$ cat src/rtl/uart_bus_pkg.sv
// Shared definitions for the UART register bus: address map, FSM encoding and
// default widths used by both the bus master and the register-side decode.
package uart_bus_pkg;

  localparam int unsigned ADDR_W_DEF = 10;
  localparam int unsigned DATA_W_DEF = 32;

  localparam logic [ADDR_W_DEF-1:0] ADDR_DATA = 10'd0;
  localparam logic [ADDR_W_DEF-1:0] ADDR_CTRL = 10'd2;
  localparam logic [ADDR_W_DEF-1:0] ADDR_BAUD = 10'd4;

  typedef enum logic [1:0] {
    StIdle   = 2'd0,
    StSetup  = 2'd1,
    StAccess = 2'd2,
    StResp   = 2'd3
  } state_e;

  function automatic logic addr_mapped(input logic [ADDR_W_DEF-1:0] a);
    return (a == ADDR_DATA) || (a == ADDR_CTRL) || (a == ADDR_BAUD);
  endfunction

endpackage

$ cat src/rtl/uart_bus_timeout.sv
// Loadable down-counter bounding the ACCESS phase; expired is high at zero.
module uart_bus_timeout #(
  parameter int unsigned TIMEOUT = 16
) (
  input  logic clk,
  input  logic rst_n,
  input  logic i_load,
  input  logic i_dec,
  input  logic i_clr,
  output logic o_expired
);

  localparam int unsigned     CntW    = 8;
  // Loaded with TIMEOUT-1 so that exactly TIMEOUT ACCESS cycles elapse before expiry.
  localparam logic [CntW-1:0] LoadVal = CntW'(TIMEOUT - 1);

  logic [CntW-1:0] r_count;

  always_ff @(posedge clk or negedge rst_n) begin
    if (!rst_n) begin
      r_count <= '0;
    end else if (i_clr) begin
      r_count <= '0;
    end else if (i_load) begin
      r_count <= LoadVal;
    end else if (i_dec && (r_count != '0)) begin
      r_count <= r_count - 1'b1;
    end
  end

  assign o_expired = (r_count == '0);

endmodule

$ cat src/rtl/uart_bus_master.sv
// Command/response to two-phase SETUP/ACCESS bus initiator for the UART register block,
// with address-map filtering and an ACCESS-phase timeout.
module uart_bus_master
  import uart_bus_pkg::*;
#(
  parameter int unsigned ADDR_W  = ADDR_W_DEF,
  parameter int unsigned DATA_W  = DATA_W_DEF,
  parameter int unsigned TIMEOUT = 16
) (
  input  logic              clk,
  input  logic              rst_n,
  input  logic              i_cmd_valid,
  output logic              o_cmd_ready,
  input  logic              i_cmd_write,
  input  logic [ADDR_W-1:0] i_cmd_addr,
  input  logic [DATA_W-1:0] i_cmd_wdata,
  output logic              o_rsp_valid,
  input  logic              i_rsp_ready,
  output logic [DATA_W-1:0] o_rsp_rdata,
  output logic              o_rsp_err,
  output logic              o_sel,
  output logic              o_enable,
  output logic [ADDR_W-1:0] o_addr,
  output logic              o_write,
  output logic [DATA_W-1:0] o_wdata,
  input  logic [DATA_W-1:0] i_rdata,
  input  logic              i_ready
);

  state_e r_state, w_state_d;

  logic              r_sel, w_sel_d;
  logic              r_enable, w_enable_d;
  logic [ADDR_W-1:0] r_addr, w_addr_d;
  logic              r_write, w_write_d;
  logic [DATA_W-1:0] r_wdata, w_wdata_d;
  logic              r_rsp_valid, w_rsp_valid_d;
  logic [DATA_W-1:0] r_rsp_rdata, w_rsp_rdata_d;
  logic              r_rsp_err, w_rsp_err_d;

  logic w_cmd_mapped;
  logic w_tmo_load, w_tmo_dec, w_tmo_clr, w_tmo_expired;

  assign w_cmd_mapped = addr_mapped(ADDR_W_DEF'(i_cmd_addr));

  uart_bus_timeout #(
    .TIMEOUT(TIMEOUT)
  ) u_timeout (
    .clk      (clk),
    .rst_n    (rst_n),
    .i_load   (w_tmo_load),
    .i_dec    (w_tmo_dec),
    .i_clr    (w_tmo_clr),
    .o_expired(w_tmo_expired)
  );

  always_comb begin
    w_state_d     = r_state;
    w_sel_d       = r_sel;
    w_enable_d    = r_enable;
    w_addr_d      = r_addr;
    w_write_d     = r_write;
    w_wdata_d     = r_wdata;
    w_rsp_valid_d = r_rsp_valid;
    w_rsp_rdata_d = r_rsp_rdata;
    w_rsp_err_d   = r_rsp_err;
    w_tmo_load    = 1'b0;
    w_tmo_dec     = 1'b0;
    w_tmo_clr     = 1'b0;

    unique case (r_state)
      StIdle: begin
        if (i_cmd_valid) begin
          if (w_cmd_mapped) begin
            w_state_d = StSetup;
            w_sel_d   = 1'b1;
            w_addr_d  = i_cmd_addr;
            w_write_d = i_cmd_write;
            w_wdata_d = i_cmd_wdata;
          end else begin
            // Unmapped: answer with an error without touching the bus.
            w_state_d     = StResp;
            w_rsp_valid_d = 1'b1;
            w_rsp_err_d   = 1'b1;
            w_rsp_rdata_d = '0;
          end
        end
      end

      StSetup: begin
        w_state_d  = StAccess;
        w_enable_d = 1'b1;
        w_tmo_load = 1'b1;
      end

      StAccess: begin
        // ready is checked first so completion wins over a simultaneous expiry.
        if (i_ready || w_tmo_expired) begin
          w_state_d     = StResp;
          w_rsp_valid_d = 1'b1;
          w_rsp_err_d   = !i_ready;
          w_rsp_rdata_d = (i_ready && !r_write) ? i_rdata : '0;
          w_sel_d       = 1'b0;
          w_enable_d    = 1'b0;
          w_addr_d      = '0;
          w_write_d     = 1'b0;
          w_wdata_d     = '0;
          w_tmo_clr     = 1'b1;
        end else begin
          w_tmo_dec = 1'b1;
        end
      end

      StResp: begin
        if (i_rsp_ready) begin
          w_state_d     = StIdle;
          w_rsp_valid_d = 1'b0;
        end
      end

      default: w_state_d = StIdle;
    endcase
  end

  always_ff @(posedge clk or negedge rst_n) begin
    if (!rst_n) begin
      r_state     <= StIdle;
      r_sel       <= 1'b0;
      r_enable    <= 1'b0;
      r_addr      <= '0;
      r_write     <= 1'b0;
      r_wdata     <= '0;
      r_rsp_valid <= 1'b0;
      r_rsp_rdata <= '0;
      r_rsp_err   <= 1'b0;
    end else begin
      r_state     <= w_state_d;
      r_sel       <= w_sel_d;
      r_enable    <= w_enable_d;
      r_addr      <= w_addr_d;
      r_write     <= w_write_d;
      r_wdata     <= w_wdata_d;
      r_rsp_valid <= w_rsp_valid_d;
      r_rsp_rdata <= w_rsp_rdata_d;
      r_rsp_err   <= w_rsp_err_d;
    end
  end

  assign o_cmd_ready = rst_n && (r_state == StIdle);
  assign o_sel       = r_sel;
  assign o_enable    = r_enable;
  assign o_addr      = r_addr;
  assign o_write     = r_write;
  assign o_wdata     = r_wdata;
  assign o_rsp_valid = r_rsp_valid;
  assign o_rsp_rdata = r_rsp_rdata;
  assign o_rsp_err   = r_rsp_err;

endmodule

$ cat config.mk
export PLATFORM = sky130hd
export DESIGN_NAME = uart_bus_master
export DESIGN_NICKNAME = d
export VERILOG_FILES = /design/src/rtl/uart_bus_pkg.sv /design/src/rtl/uart_bus_timeout.sv /design/src/rtl/uart_bus_master.sv
export SDC_FILE = /design/constraint.sdc
export NUM_CORES = 1
export LEC_CHECK = 0
export CAP_MARGIN = 15
export CORE_AREA = 8 8 91 126
export CTS_CLUSTER_DIAMETER = 60
export DETAILED_ROUTE_END_ITERATION = 7
export DIE_AREA = 0 0 99 134
export PLACE_DENSITY = 0.92
export RECOVER_POWER = 50
export SLEW_MARGIN = 20
export SYNTH_ARGS = -nofsm -noshare
export SYNTH_HDL_FRONTEND = slang
export SYNTH_SLANG_ARGS = --single-unit
$ cat constraint.sdc
create_clock -name clk -period 6.4 [get_ports clk]
set_input_delay 1.28 -clock clk [delete_from_list [all_inputs] [get_ports clk]]
set_output_delay 1.28 -clock clk [all_outputs]
set_load 0.02 [all_outputs]
; Word level (Yosys, flattened, before mapping)
; Index checks and enable logic that the tools add are counted.
[word_totals]
regBits = 89
inputBits = 80
out_inout_bits = 80
word_cells = 83
[op_classes]
add_sub_neg = 1
eq_ne = 10
n_mux = 41
n_reduce_logical = 21
[ops]
columns = cell, n
row1 = two-way mux 32 bit, 7
row2 = one-hot mux 32 bit (2 select lines), 2
row3 = two-way mux 10 bit, 3
row4 = two-way mux 8 bit, 3
row5 = one-hot mux 10 bit (2 select lines), 1
row6 = two-way mux 1 bit, 15
row7 = "== test 10 x 2 -> 1 bit, second input constant", 1
row8 = "== test 10 x 3 -> 1 bit, second input constant", 1
row9 = zero test 10 bit, 1
row10 = "!= test 2 bit, second input constant", 5
row11 = zero test 8 bit, 1
row12 = two-way mux 2 bit, 4
row13 = one-hot mux 1 bit (2 select lines), 4
row14 = one-hot mux 2 bit (4 select lines), 1
row15 = AND reduction 4 bit, 2
row16 = nonzero test 8 bit, 1
row17 = "subtractor 8 x 1 -> 8 bit, second input constant", 1
row18 = nonzero test 3 bit, 2
row19 = AND reduction 5 bit, 1
row20 = "== test 2 bit, second input constant", 2
row21 = nonzero test 2 bit, 2
row22 = logical AND 1 bit, 3
row23 = logical OR 1 bit, 3
row24 = one-hot mux 1 bit (3 select lines), 1
row25 = other kinds (5), 6

; Logic depth before layout (Yosys ltp)
; Gate-level depths: netlist of the first run.
[depth]
word_depth = 8
mapped_depth = 8
ltp_nobuf = 6

; By module
; From an unflattened synthesis of the first run, not the netlist that was laid out.
[hier_totals]
hier_cells = 327
hier_area_um2 = 4062.6
[modules_own_cells]
columns = mod, n_inst, cells_each, area_per_inst_um2, seq_area_each_um2
row1 = uart_bus_master, 1, 279, 3559.7, 2026.9
row2 = uart_bus_timeout, 1, 48, 503.0, 200.2

; Worst setup path before layout of the first run
; OpenSTA, ideal clock, no wires.
[synth_path]
kind = in2reg
start = input port i_cmd_addr[8]
end = register r_addr[2], in the netlist o_addr[2]
setup_time_ns = 0.125
arrival_time_ns = 2.780
required_ns = 6.275
path_slack_ns = 3.495
stages = 5
n_path_buf = 1
cell_sequence = nor4_1 > a31oi_1 > a2111oi_4 > buf_6 > mux2_4
[synth_via]
elab_chain_cells = 5
elab_cells_between_ends = 7
classes_between = eq/ne: 3 / reduce/logical: 4
[synth_lines]
columns = element, line
row1 = "start, declared", uart_bus_master.sv:15  ; input logic [ADDR_W-1:0] i_cmd_addr,
row2 = == test 10 x 2 -> 1 bit / zero test 10 bit (equally long branches), uart_bus_pkg.sv:20  ; return (a == ADDR_DATA) || (a == ADDR_CTRL) || (a == ADDR_BAUD);
row3 = logical OR 1 bit, uart_bus_pkg.sv:20
row4 = logical OR 1 bit *, uart_bus_pkg.sv:20
row5 = != test 2 bit (no line) *, -
row6 = AND reduction 4 bit (no line) *, -
row7 = "end signal, assigned", uart_bus_master.sv:140  ; r_addr <= w_addr_d;
row8 = "end, declared", uart_bus_master.sv:34  ; logic [ADDR_W-1:0] r_addr, w_addr_d;
; Every way passes the cells marked *; elsewhere a longest branch is shown, timed or not.
; A chain may end at the register's enable or synchronous reset.

; Worst setup path after layout of the first run
[layout_path]
start = input port rst_n
end = output port o_cmd_ready
[layout_via]
elab_chain_cells = 1
[layout_lines]
columns = element, line
row1 = "start, declared", uart_bus_master.sv:11  ; input logic rst_n,
row2 = logical AND 1 bit, uart_bus_master.sv:149  ; assign o_cmd_ready = rst_n && (r_state == StIdle);
row3 = "end, declared", uart_bus_master.sv:13  ; output logic o_cmd_ready,
; No other way between the ends.

==> results of run 1 <==
[placed cells by master (no fill, tap or decap), types with 4 or more instances in the layout]
| cell type | instances |
|---|---|
| sky130_fd_sc_hd__dfrtp_1 | 89 |
| sky130_fd_sc_hd__o221ai_1 | 4 |
| sky130_fd_sc_hd__clkinvlp_4 | 4 |
| sky130_fd_sc_hd__nor2_1 | 7 |
| sky130_fd_sc_hd__dlygate4sd3_1 | 30 |
| sky130_fd_sc_hd__ha_1 | 6 |
| sky130_fd_sc_hd__inv_1 | 45 |
| sky130_fd_sc_hd__mux2i_1 | 34 |
| sky130_fd_sc_hd__mux2_4 | 30 |
| sky130_fd_sc_hd__clkbuf_16 | 9 |
| sky130_fd_sc_hd__nor2b_1 | 44 |
| sky130_fd_sc_hd__nand2_1 | 39 |
| sky130_fd_sc_hd__clkdlybuf4s50_1 | 128 |
| sky130_fd_sc_hd__mux2_2 | 8 |
| sky130_fd_sc_hd__a21oi_1 | 5 |
| sky130_fd_sc_hd__o21ai_0 | 5 |
| sky130_fd_sc_hd__nand4_1 | 4 |
[critical path, cell delays in order]
cell and delay, ns:
sky130_fd_sc_hd__clkbuf_1 1.15, sky130_fd_sc_hd__and2_1 0.26, sky130_fd_sc_hd__clkdlybuf4s50_1 0.61
[metal layers]
layer  part of all wire [%]  wire length [um]  up-vias  GRT usage [%]
li1                       -                 -     1488              -
met1                     37              4151     1569          18.07
met4                    4.4               503        2          10.37
met5                  0.088                10        -              0
met2                     53              6024      123          31.27
met3                    5.7               645       36          4.409
[logic make-up (layout without fill, tap and decap cells)]
logic type	Yosys count	after routing
buffers and inverters	61	223
xor gates and xnor gates	2	2
adders and majority gates	6	6
and+or+nand+nor	106	106
AOI/OAI and AO/OA	24	24
muxes	72	72
DFF	89	89
[registers in the layout (all words and copies together), names as in the netlist]
register / flops
o_write: 1
o_addr: 10
o_rsp_valid: 1
o_sel: 1
o_enable: 1
o_rsp_err: 1
r_state: 2
u_timeout.r_count: 8
o_rsp_rdata: 32
o_wdata: 32
[final cells by class]
cell class                      count  area [um2]
Fill cell                         742        3457
Tap cell                          112       140.1
Clock inverter                      5       38.79
Timing Repair Buffer              162        1605
Clock buffer                       11       252.7
Multi-Input combinational cell    210        1740
Sequential cell                    89        2227
Inverter                           45       168.9
[worst max path at each step]
stage | endpoint | start | slack (ns) | cells past startpoint
6_report | o_cmd_ready | rst_n | 1.81 | 3
5_1_grt | o_cmd_ready | rst_n | 1.51 | 3
4_1_cts | o_cmd_ready | rst_n | 2.68 | 3
3_5_place_dp | o_cmd_ready | rst_n | 2.68 | 3
3_3_place_gp | o_cmd_ready | rst_n | 2.69 | 3
2_1_floorplan | o_addr[2]$_DFFE_PN0P_ | i_cmd_addr[8] | 3.49 | 5
[power groups by stage]
stage,combinational [mW],clock [mW],sequential (mW)
final,1.75,0.502,0.929
after global placement,1.73,0,0.926
after floorplan,0.938,0,1.15
after detailed placement,1.78,0,0.938
after CTS,1.80,0.516,0.934
after global routing,1.88,0.539,0.956
==> results.md, run 1 <==
Synth:
- In this run the mean area of a mapped cell was about 12 um2.
- The number of enable flip-flop cells after synthesis is 0.
- Of the post-synthesis cell area, the part taken by muxes is 20.87%.
- The share of Yosys cell area claimed by the top area cell type is a little over half.
- Summing the areas of all xor and xnor instances in the mapped netlist gives less than 1% of the synthesized area.
- After Yosys synthesis, and, or, nand and nor cells account for between 10% and 20% of the synthesized area.
- The warning count from the yosys run is 0.
- Summing the areas of all fa, ha and maj instances in the mapped netlist gives 1.778% of the synthesized area.
- In this run the cell area of the synthesized design comes to 4222 um2.
- Synthesis produced 360 cells.
- The proportion of register bits with asynchronous set or reset after synthesis is 100.0%.
- Summing the areas of all compound-gate instances in the mapped netlist gives 4.475% of the synthesized area.
- By area the synthesized netlist is led by sky130_fd_sc_hd__dfrtp_1 53%, sky130_fd_sc_hd__mux2_4 11%, sky130_fd_sc_hd__mux2i_1 8.1%.
- The biggest area consumer among synthesized cells is sky130_fd_sc_hd__dfrtp_1.
- The synthesized design contains between 80 and 90 register bits.
- The most used flip-flop cell after synthesis is sky130_fd_sc_hd__dfrtp_1.
- Synthesis produced a netlist with a net count of ~450.
- The share of the Yosys chip area taken by registers is 52.76%.
- Counting distinct cell types in the post-synthesis netlist gives 33.
- By area, the combinational part of the netlist is dominated by multiplexers.
- Sorting the synthesized cells by how often they occur yields 89 x sky130_fd_sc_hd__dfrtp_1, 45 x sky130_fd_sc_hd__inv_1, 44 x sky130_fd_sc_hd__nor2b_1, 39 x sky130_fd_sc_hd__nand2_1, 34 x sky130_fd_sc_hd__mux2i_1.
- The most common cell in the synthesized netlist is sky130_fd_sc_hd__dfrtp_1.

Timing:
- In this run the tightest slew margin relative to its limit is -8.437%.
- The post-route setup TNS is 0 ns.
- Hold is met by between 0.5 and 0.6 ns.
- The shortest clock period the worst path allows after layout is roughly 4.6 ns.
- The clock skew is 0.005978 ns.
- The worst path meets setup with ~1.8 ns of slack.
- The final number of hold-violating endpoints came to 0.
- The count of final setup violators is 0.
- The number of max-slew violations in the final report is 31.
- The post-route fraction of the period consumed by the critical path is a little under three quarters.
- Setup repair after global routing left no endpoint under its margin.
- The transition time of the tightest slew-check pin is 1.627 ns.
- Based on the critical path, the design can be clocked at up to around 0.22 GHz.

Routing:
- The first TritonRoute pass finished after 4 iterations.
- The wire length per cell is 17.88 um.
- The post-detailed-route DRC marker count is 0.
- The total wirelength of the detailed-routed design is 11.33 mm.
- Dividing the detail-routed via count by the number of cells gives 5.076.
- The routed layout has 3218 vias.
- The count of routing violations after the opening detailed-route iteration is 90.
- The post-detailed-route count of antenna-violating nets is 0.

Critical path:
- The type of origin of the critical path is an input port.
- The type of the worst setup path is input port to primary output.
- The end of the worst register-to-register path is o_rsp_err$_DFFE_PN0P_.
- The type of element capturing the critical path is a primary output.
- The flop-to-flop setup slack is between 3 and 4 ns.
- The required time of the critical path is just over 5 ns.
- The critical path arrival is about 3.3 ns.
- The number of cells traversed by the worst register-to-register path is 7.
- In this run the critical register-to-register path is launched from r_state[0]$_DFFE_PN0P_.
- In this run the worst path has a maximum fanout of 30.

Layout:
- In the final layout, the share of cells above drive strength 1 is around an eighth.
- The area growth from synthesis to layout is 46.24%.
- After routing the design area is 6173 um2.
- At the end of the flow the core is filled with cells to ~64%.
- The number of nets in the final layout is roughly 600.
- The final antenna diode count is 0.
- The count of cells in the finished layout, fillers not included, comes to ~630.

Clock tree:
- In this run the clock root is driven by a sky130_fd_sc_hd__clkbuf_16.
- The number of buffers between clock root and the deepest sink is 2.
- The sink count of the clock tree is between 80 and 90.
- In this run, post-CTS hold repair placed 0 buffers.
- CTS built an H-tree with a depth of 3.
- TritonCTS built the clock tree.
- The post-cts resize count is 0.
- The post-CTS setup buffer count is 0.
- The clock insertion delay at the later pin of the skew report is 0.33 ns.
- TritonCTS created 9 clock buffers.
- Clock-pin slew was measured on the worst setup and hold paths at approximately 0.06 ns.

Job:
- Across the run, the number of max-cap violations was 1.

Placement:
- OpenSTA, run right after detailed placement, puts the worst setup slack at between 2 and 3 ns.
- The number of buffer cells added on primary ports is 159.
- The global placer's final weighted congestion is 0.7776.
- Summing all placed instances gives a cell area of 5892 um2.
- The detailed-placement wirelength estimate is about 8.4 mm.
- Once placement completed, the tool counted placed cells totaling 618.

Global routing:
- The total overflow left after global routing is 0.
- The largest net degree at the start of global routing is 62.
- The total global-route track usage is 17.55%.
- The number of antenna violations at the first check in global routing came to 1.
- The first global-routing pass estimated between 15 and 20 mm of wire.
- The number of global-route vias before repair was around 3.6k.

Floorplanning:
- The die is between 100 and 150 um tall.
- The area enclosed by the die boundary is between 10000 and 15000 um2.
- The floorplan has between 40 and 50 rows.
- Measured along the x axis, the die boundary spans around 100 um.
- The area inside the core boundary is 9630 um2.
- The I/O pin total is 160.
- Once the floorplan was initialized, standard cells occupied between 40% and 50% of the core.

Worst hold path:
- In this run the most critical hold path is launched from o_addr[0]$_DFFE_PN0P_.
- For hold timing, the worst endpoint is o_addr[0]$_DFFE_PN0P_.
- The path category of the worst min-delay check is flip-flop to flip-flop.
- The count of cells along the worst hold path is 1.

Power:
- The total power divided by cell area is approximately 520 nW/um2.
- The fraction of power spent switching nets is approximately 40%.
- The internal portion of the total power is about 1.9 mW.
- In this run the power spent charging and discharging nets is ~1.2 mW.
- For this design the static power due to leakage is between 2 and 3 nW.
- Across the VDD grid, the largest voltage drop is between 200 and 300 uV.
- The relative contribution of sequential cells to total power is between 20 and 30%.
- The completed layout was analyzed and its total power is 3.182 mW.
- The share of total power dissipated in the clock network is 15.8%.
- The fraction of power consumed by combinational cells is 55.0%.

Status:
- The final reports fail on capacitance limit, slew limit.
- The run finished, with violations left.
(Power assumes the default switching activity.)
==> run 2: changes to the inputs <==
- CORE_AREA: 8 8 91 126 -> 8 8 92 127
- DIE_AREA: 0 0 99 134 -> 0 0 100 135
- PLACE_DENSITY: 0.92 -> 0.91
- clock period: 6.4 -> 4.4 ns (I/O delays scaled with it)
==> run 2 against run 1 <==
  * The flow still finishes with violations (capacitance limit, slew limit)
  * Via count decreased by 0.62%
  * Combinational power increased by 45%
  * Sequential power increased by 47%
  * Core utilization decreased by 0.52 points
  * Non-clock buffer count increased by 2
  * Clock skew increased by 0.0019 ns
  * Clock power increased by 56%
  * Worst hold slack got worse by 0.0021 ns
  * Largest power group unchanged
==> results.md, run 2 (synthesis results as in run 1) <==
Status:
- The flow ran to the end, but the final reports show violations.
- The final reports fail on capacitance limit, slew limit.

Critical path:
- The flop-to-flop setup slack is 1.28 ns (-2.09 ns).
- The required time of the critical path is 4.62 ns (-0.50 ns).
- The type of origin of the critical path is an input port.
- The beginning of the worst register-to-register path is r_state[0]$_DFFE_PN0P_.
- The type of element capturing the critical path is a flip-flop.
- The number of cells traversed by the worst register-to-register path is 8 (+1).
- The end of the worst register-to-register path is o_rsp_rdata[2]$_DFFE_PN0P_.
- The critical path arrival is 3.44 ns (+0.13 ns).
- The largest driver fanout on the critical path is 41 (+37%).
- The critical path is of the input port to flip-flop type.

Worst hold path:
- The path category of the worst min-delay check is flip-flop to flip-flop.
- The count of cells along the worst hold path was 1 (unchanged).
- The startpoint identified for the worst hold timing path is o_addr[5]$_DFFE_PN0P_.
- The hold-critical path endpoint is o_addr[5]$_DFFE_PN0P_.

Routing:
- The post-detailed-route count of antenna-violating nets came to 0 (unchanged).
- The detailed-router iteration count before antenna repair was 4 (unchanged).
- The post-detailed-route DRC marker count is 0 (unchanged).
- The via total after detailed routing came to 3198 (-0.62%).
- The wire length per cell was 17.14 um (-4.1%).
- The count of routing violations after the opening detailed-route iteration is 119 (+32%).
- The number of vias per cell after detailed routing came to 4.853 (-4.4%).
- The total wirelength of the detailed-routed design was 11.30 mm (-0.33%).

Clock tree:
- The total of hold buffers inserted after clock tree synthesis is 0 (unchanged).
- The post-CTS setup buffer count came to 0 (unchanged).
- TritonCTS built the clock tree.
- The post-cts resize count came to 0 (unchanged).
- The number of buffers between clock root and the deepest sink is 2 (unchanged).
- The cell chosen for the clock root is sky130_fd_sc_hd__clkbuf_16.
- The deepest level of the CTS H-tree was 3 (unchanged).
- The number of buffers created by CTS is 9 (unchanged).
- The sink count of the clock tree is 89 (unchanged).
- The clock slew at the register clock pins of the worst setup and hold paths is 0.06 ns (about the same).
- The clock insertion delay at the later pin of the skew report came to 0.34 ns (about the same).

Timing:
- The post-route setup TNS was 0 ns (unchanged).
- The clock skew is 0.007923 ns (+0.001945 ns).
- The final number of hold-violating endpoints came to 0 (unchanged).
- In the finished design, the share of the clock period the worst path needs comes to between 70 and 80%.
- The routed design could run at a clock period as short as ~3.2 ns.
- Timing would allow up to slightly above 0.3 GHz.
- The number of max-slew violations in the final report came to 42 (+35%).
- Setup repair after global routing left no endpoint under its margin.
- The normalized max-slew margin is -47.16% (-39 points).
- The transition time of the tightest slew-check pin is 2.207 ns (+0.5809 ns).
- The count of final setup violators came to 0 (unchanged).

Layout:
- The fill cell instance count of the final layout is 785 (+5.8%).
- Leaving out fill and tap cells, the most frequent cell in the layout is sky130_fd_sc_hd__clkdlybuf4s50_1.
- The fraction of final layout cells with drive strength greater than 1 is 11.83% (-0.045 points).
- The multi-input gate area in the final layout is 1740 um2 (unchanged).
- The finished layout cell area is 6226 um2 (+0.85%).
- From synthesis to final layout, the design area changed by 47.48%.
- The final antenna diode count came to 0 (unchanged).
- The register area was 2227 um2 (unchanged).
- In the layout the commonest cells are 128 x sky130_fd_sc_hd__clkdlybuf4s50_1, 89 x sky130_fd_sc_hd__dfrtp_1, 45 x sky130_fd_sc_hd__inv_1.
- The number of nets in the final layout was 605 (+0.33%).

Global routing:
- The number of global-route vias before repair is 3455 (-4.9%).
- The largest net degree at the start of global routing came to 50 (-19%).
- The global route total overflow is 0 (unchanged).
- The wire length of the first global-routing pass is 17.89 mm (-2.9%).
- The number of antenna violations at the first check in global routing was 0 (-1).
- The total global-route track usage is 16.78% (-0.76 points).

Floorplanning:
- The initial cell density of the core is 43.11% (-0.72 points).
- The area enclosed by the die boundary is 13500 um2 (+1.8%).
- The area inside the core boundary is 9792 um2 (+1.7%).
- The number of core rows is 43 (unchanged).
- The I/O pin total was 160 (unchanged).
- The die height is 135 um (+0.75%).
- The x dimension of the die is 100 um (+1.0%).

Placement:
- The placement-stage cell area is 5931 um2 (+0.66%).
- The number of buffer cells added on primary ports came to 159 (unchanged).
- The detailed-placement wirelength estimate came to 8.670 mm (+3.1%).
- The global placer's final weighted congestion came to 0.7964 (+2.4%).

Power:
- The maximum vdd ir drop came to 541.5 uV (+93%).
- The total power divided by cell area is 751.5 nW/um2 (+46%).
- The standby leakage power is 2.851 nW (+0.80%).

Job:
- The max-capacitance violation count came to 1 (unchanged).
-- run 2: critical path: stages --
cell,delay (ns)
sky130_fd_sc_hd__dlygate4sd3_1,0.53
sky130_fd_sc_hd__nor4_1,0.39
sky130_fd_sc_hd__a31oi_1,0.19
sky130_fd_sc_hd__a2111oi_4,0.38
sky130_fd_sc_hd__buf_4,0.62
sky130_fd_sc_hd__mux2_2,0.41
-- run 2: worst max path at each step --
stage / end / depth (start not counted) / slack, ns / start
after global routing: o_wdata[15]$_DFFE_PN0P_ / 3 / 0.89 / rst_n
after floorplan: o_addr[2]$_DFFE_PN0P_ / 5 / 1.89 / i_cmd_addr[8]
after detailed placement: o_wdata[30]$_DFFE_PN0P_ / 6 / 0.97 / i_cmd_addr[8]
after CTS: o_rsp_rdata[2]$_DFFE_PN0P_ / 8 / 1.27 / r_state[0]$_DFFE_PN0P_
after global placement: o_wdata[30]$_DFFE_PN0P_ / 6 / 1.08 / i_cmd_addr[7]
final: o_wdata[30]$_DFFE_PN0P_ / 6 / 1.18 / i_cmd_addr[8]
-- run 2: layout make-up --
type,count,area share (%)
Clock inverter,6,1.166
Multi-Input combinational cell,210,27.95
Sequential cell,89,35.77
Tap cell,135,2.713
Clock buffer,10,3.678
Timing Repair Buffer,164,26.00
Inverter,45,2.713
-- run 2: through the flow --
stage | util (%) | instances | total power [mW] | setup slack [ns] | hold slack [ns]
2_1_floorplan | - | 360 | 3.039 | 1.895 | 0.5668
3_3_place_gp | 60.57 | 643 | 3.852 | 1.082 | 0.4922
3_5_place_dp | 60.57 | 643 | 3.965 | 0.9711 | 0.4904
4_1_cts | 63.65 | 659 | 4.764 | 1.266 | 0.5040
5_1_grt | 63.58 | 659 | 4.927 | 0.8867 | 0.5198
6_report | 63.58 | 659 | 4.679 | 1.178 | 0.5029
-- run 2: report_power, final --
group | internal, mW | switching, mW | leakage [nW] | total, mW
combinational | 1.26 | 1.27 | 1.56 | 2.53
sequential | 1.15 | 0.218 | 1.15 | 1.37
clock | 0.448 | 0.333 | 0.144 | 0.781
-- run 2: routing by layer --
metal  global-route usage (%)  up-vias  part of all wire [%]
li1                         -     1495                     -
met5                        0        -                     0
met2                    30.23      102                    54
met1                    17.98     1579                    39
met4                    8.692        0                   2.8
met3                    3.297       22                   4.6
